--- config.mk ---
export PLATFORM = sky130hd
export DESIGN_NAME = scoreboard_hazard_unit
export DESIGN_NICKNAME = d
export VERILOG_FILES = /design/src/rtl/scoreboard_hazard_unit.sv
export SDC_FILE = /design/constraint.sdc
export NUM_CORES = 1
export LEC_CHECK = 0
export BUFFER_PORTS_ARGS = -buffer_cell sky130_fd_sc_hd__buf_2
export CAP_MARGIN = 15
export CORE_MARGIN = 3
export CORE_UTILIZATION = 55
export CTS_BUF_LIST = sky130_fd_sc_hd__clkbuf_16
export CTS_CLUSTER_DIAMETER = 100
export DETAILED_ROUTE_END_ITERATION = 7
export PLACE_DENSITY = 0.73
export SLEW_MARGIN = 20
export SYNTH_ARGS = -nofsm -noshare
export SYNTH_HDL_FRONTEND = slang
export SYNTH_SLANG_ARGS = --single-unit
--- constraint.sdc ---
create_clock -name clock -period 12.48 [get_ports clock]
set_input_delay 0.624 -clock clock [delete_from_list [all_inputs] [get_ports clock]]
set_output_delay 0.624 -clock clock [all_outputs]
set_load 0.1 [all_outputs]
--- src/rtl/scoreboard_hazard_unit.sv ---
// Per-register latency scoreboard for the in-order pipeline: RAW/WAW stall
// detection, forwarding hints, memory-port reservation and a stall counter.
module scoreboard_hazard_unit #(
    parameter int NUM_REGS  = 32,
    parameter int REG_W     = 5,
    parameter int NUM_SRC   = 2,
    parameter int LAT_W     = 3,
    parameter int MEM_DELAY = 2,
    parameter int PERF_W    = 16
) (
    input  logic                     clock,
    input  logic                     reset,
    input  logic                     id_valid,
    input  logic                     id_flush,
    input  logic [NUM_SRC*REG_W-1:0] id_rs,
    input  logic [NUM_SRC-1:0]       id_rs_used,
    input  logic                     id_wr_rd,
    input  logic [REG_W-1:0]         id_rd,
    input  logic [LAT_W-1:0]         id_lat,
    input  logic                     id_is_mem,
    output logic                     if_id_enable,
    output logic                     id_ex_enable,
    output logic                     has_data_hazard,
    output logic                     mem_port_busy,
    output logic [NUM_SRC-1:0]       src_fwd,
    output logic [PERF_W-1:0]        stall_cycles
);

    // cnt[0] is cleared by reset and never written afterwards, so x0 reads as 0.
    logic [LAT_W-1:0]     cnt [NUM_REGS];
    logic [MEM_DELAY-1:0] mem_pipe;
    logic [LAT_W-1:0]     eff_lat;
    logic                 raw_any;
    logic                 waw;
    logic                 issue;

    assign eff_lat = (id_lat == '0) ? LAT_W'(1) : id_lat;

    always_comb begin
        raw_any = 1'b0;
        src_fwd = '0;
        for (int unsigned i = 0; i < NUM_SRC; i++) begin
            if (id_rs_used[i] && (id_rs[i*REG_W +: REG_W] != '0)) begin
                if (cnt[id_rs[i*REG_W +: REG_W]] > LAT_W'(1))
                    raw_any = 1'b1;
                if (cnt[id_rs[i*REG_W +: REG_W]] == LAT_W'(1))
                    src_fwd[i] = 1'b1;
            end
        end
    end

    assign waw             = id_wr_rd && (id_rd != '0) && (cnt[id_rd] > eff_lat);
    assign has_data_hazard = id_valid && !id_flush && (raw_any || waw);
    assign if_id_enable    = !has_data_hazard;
    assign id_ex_enable    = !has_data_hazard;
    assign issue           = id_valid && !id_flush && !has_data_hazard;
    assign mem_port_busy   = mem_pipe[MEM_DELAY-1];

    // Issue write takes precedence over the per-cycle decrement of the same entry.
    always_ff @(posedge clock or posedge reset) begin
        if (reset) begin
            for (int unsigned r = 0; r < NUM_REGS; r++)
                cnt[r] <= '0;
        end else begin
            for (int unsigned r = 1; r < NUM_REGS; r++) begin
                if (issue && id_wr_rd && (id_rd == REG_W'(r)))
                    cnt[r] <= eff_lat;
                else if (cnt[r] != '0)
                    cnt[r] <= cnt[r] - LAT_W'(1);
            end
        end
    end

    generate
        if (MEM_DELAY == 1) begin : g_mem_single
            always_ff @(posedge clock or posedge reset) begin
                if (reset)
                    mem_pipe <= '0;
                else
                    mem_pipe <= issue && id_is_mem;
            end
        end else begin : g_mem_shift
            always_ff @(posedge clock or posedge reset) begin
                if (reset)
                    mem_pipe <= '0;
                else
                    mem_pipe <= {mem_pipe[MEM_DELAY-2:0], issue && id_is_mem};
            end
        end
    endgenerate

    always_ff @(posedge clock or posedge reset) begin
        if (reset)
            stall_cycles <= '0;
        else if (has_data_hazard && (stall_cycles != '1))
            stall_cycles <= stall_cycles + PERF_W'(1);
    end

endmodule

==> results.cfg <==
[outcome]
run_status = completed

[worst_setup_path]
slowest_delay_ps = 600
critical_path_peak_fanout = 31
crit_end = if_id_enable
endpoint_kind = output pin
worst-setup-path-type = input port to output pin
worst-endpoint-required_ps = 11860
cp-startpoint = id_rd[0]
cells_traversed_along_the_worst_timing_path = buf_2 -> mux4_2 -> mux4_2 -> mux2_2 -> ha_1 -> nor2b_1 -> o21a_1 -> o221a_2 -> a41oi_1 -> o211ai_1 -> buf_4 -> nand2_1 -> buf_2
worstReg2RegStart = cnt[61]
ff_to_ff_setup_slack_ps = 8140
critical_path.slowest_cell = sky130_fd_sc_hd__buf_2
start_kind = input port
crit-reg2reg-capture = cnt[49]
crit_arrival_ps = 4720
worst-r2r-cell-count = 12

[clock_tree]
clock_pin_slew_on_the_worst_setup_and_hold_paths_ps = 70
numClockSinks = 111
ctsHoldBuffers = 0
ctsResizeCount = 0
tritoncts = done
post-cts-setup-buffer-count = 0
clk_root_buffer_cell = sky130_fd_sc_hd__clkbuf_16
total_clock_buffers_created_by_cts = 9
clkLatencyLatePin_ps = 360
htree_levels = 3
cts.path.max_buffers = 2

[pwr]
ir_worst_vdd_uv = 131
power_density_nw_per_um2 = 230
total_leakage_power_nw = 4.06

[cells_and_area]
number_of_nets_in_the_final_layout = 969
layout-area-overhead-vs-synth_pct = 7.37
finish.instance_area_um2 = 9750
drive_gt1_frac = 0.183
layout.area.seq_um2 = 2780
multi_input_comb_area_um2 = 5830
filler_cell_count = 1336

[drt]
finalWirelength_um = 21900
first_pass_iters = 5
via_per_inst = 6.13
detail_route.wl_per_cell_um = 19.9
detailroute.via_count = 6736
antenna_left = 0
post-route-drc-count = 0
drt_first_iter_violations = 660

[synthesis]
synth_edf_count = 0
synthesis.nets = 944
netlist_area_um2 = 9080
synth_sequential_area_ratio = 0.306
synth_cell_type_count = 59
syn_inst = 852
syn_avg_cell_area_um2 = 10.7
postSynthRegisterBits = 111
synth_top_flop_cell = sky130_fd_sc_hd__dfrtp_1
synth_warnings = 3
async_reset_ff_frac = 1.00

[grt]
overflow = 0
number_of_global_route_vias_before_repair = 6586
grt_max_degree = 65
track_usage = 0.254
global_route_wire_length_before_repair_um = 36000
grt_antenna_before_repair = 0

[timing]
grt_setup_unrepaired = false
timing.clock.skew_ps = 9.42
final-setup-viol-count = 0
layout_min_cycle_time_ps = 5350
hold_viol = 0
timing.setup.tns_ps = 0
timing.slew.headroom = 0.266
max_freq_mhz = 187
final_max_slew_viol_count = 0
fin_crit_sh = 0.428
tightest_slew_ps = 1100

[die]
fp.coreArea_um2 = 16000
floorplan.initialDensity = 0.568
die-area_um2 = 18100
io-pin-count = 48
core.rowCount = 46
dieHeight_um = 134
die_width_um = 134

[placed_design]
dp.final_hpwl_um = 15700
port_buffers = 47
placed_area_um2 = 9460
place_congestion = 0.908

[worst_hold_path]
min_delay_worst_type = input port to asynchronous set/reset pin

[job]
maxCapViolations = 0
## flip-flops by register name, summed over array words and instances (netlist names)
| name | flops |
|---|---|
| cnt | 93 |
| stall_cycles | 16 |
| mem_pipe | 2 |
## kinds of logic after synthesis
group | count (synthesis) | share of synthesized area
AOI/OAI and AO/OA | 74 | 0.0543
buffers and inverters | 118 | 0.0529
muxes | 182 | 0.277
and+or+nand+nor | 255 | 0.175
DFF | 111 | 0.306
xor gates and xnor gates | 46 | 0.0444
adders and majority gates | 66 | 0.0909
## worst min path at each step
stage | end | start
floorplan | mem_pipe[1] | mem_pipe[0]
global placement | mem_pipe[1] | mem_pipe[0]
detailed placement | mem_pipe[1] | mem_pipe[0]
CTS | mem_pipe[1] | mem_pipe[0]
global route | mem_pipe[1] | mem_pipe[0]
finish | cnt[47] | reset
## power by group
group / internal, W / switching, W / total [W] / leakage [nW]
combinational: 0.000562 / 0.000593 / 0.00115 / 2.58
clock: 0.000155 / 0.000135 / 0.000290 / 0.152
sequential: 0.000536 / 0.000257 / 0.000794 / 1.33
## layout make-up
| cell class | count | area share |
|---|---|---|
| Antenna cell | 1 | 0.000257 |
| Clock buffer | 9 | 0.0231 |
| Clock inverter | 7 | 0.00667 |
| Inverter | 78 | 0.0303 |
| Multi-Input combinational cell | 623 | 0.598 |
| Sequential cell | 111 | 0.285 |
| Tap cell | 216 | 0.0277 |
| Timing Repair Buffer | 54 | 0.0295 |
## critical path: cells and delay by family
kind / cells / cell delay, ps
buf+inv: 3 / 1270
mux: 3 / 1380
simple gates: 2 / 240
compound gates: 4 / 890
fa+ha+maj: 1 / 310
## cell usage after synthesis, drive strengths merged (7+ instances only)
| cell | number | share of area |
|---|---|---|
| nand3 | 9 | 0.0050 |
| dfrtp | 111 | 0.31 |
| clkbuf | 19 | 0.0079 |
| mux4 | 55 | 0.14 |
| ha | 66 | 0.091 |
| mux2i | 123 | 0.14 |
| nor4 | 27 | 0.053 |
| nor2b | 7 | 0.0048 |
| inv | 78 | 0.032 |
| nand2 | 53 | 0.022 |
| nand2b | 35 | 0.024 |
| nor2 | 73 | 0.030 |
| buf | 21 | 0.013 |
| xnor2 | 46 | 0.044 |
| o21ai | 39 | 0.021 |
| nand4 | 11 | 0.0076 |
| nor3 | 15 | 0.0083 |
## per-layer routing
layer | routed length, um | GRT usage | share of wire
met1 | 9580 | 0.358 | 0.44
met2 | 10300 | 0.405 | 0.47
met3 | 1470 | 0.0428 | 0.067
met4 | 476 | 0.0781 | 0.022
met5 | 0 | 0 | 0
## cells in the final DEF, fill, tap and decap left out, drive strengths merged, types with 2 or more instances in the layout
| master | Yosys | final |
|---|---|---|
| nand3b | 2 | 2 |
| a22oi | 2 | 2 |
| o31ai | 2 | 2 |
| nand2b | 35 | 35 |
| xnor2 | 46 | 46 |
| o211ai | 2 | 2 |
| nand4 | 11 | 11 |
| o2111ai | 2 | 2 |
| a31oi | 2 | 2 |
| or3 | 3 | 3 |
| mux2 | 4 | 4 |
| or3b | 2 | 2 |
| buf | 21 | 54 |
| and4 | 2 | 2 |
| nor2b | 7 | 7 |
| a21oi | 5 | 5 |
| mux2i | 123 | 123 |
| clkbuf | 19 | 9 |
| o32ai | 2 | 2 |
| nor2 | 73 | 73 |
| a211oi | 2 | 2 |
| ha | 66 | 66 |
| o221ai | 2 | 2 |
| dfrtp | 111 | 111 |
| a22o | 4 | 4 |
| nor4 | 27 | 27 |
| o21ai | 39 | 39 |
| or2 | 5 | 5 |
| mux4 | 55 | 55 |
| clkinv | 0 | 3 |
| and3 | 2 | 2 |
| nand2 | 53 | 53 |
| and2 | 2 | 2 |
| nor3 | 15 | 15 |
| nand3 | 9 | 9 |
| inv | 78 | 81 |
| nor3b | 3 | 3 |
## through the flow
step	setup slack [ps]	power (W)	hold WS, ps	cells	utilization
floorplan	6290	0.00166	331	852	-
detailed placement	7170	0.00194	340	1082	0.591
global placement	7220	0.00189	332	1082	0.591
CTS	7140	0.00224	349	1098	0.609
global route	6920	0.00243	365	1098	0.609
finish	7130	0.00224	336	1099	0.609
Power figures use the tool's default switching activity.
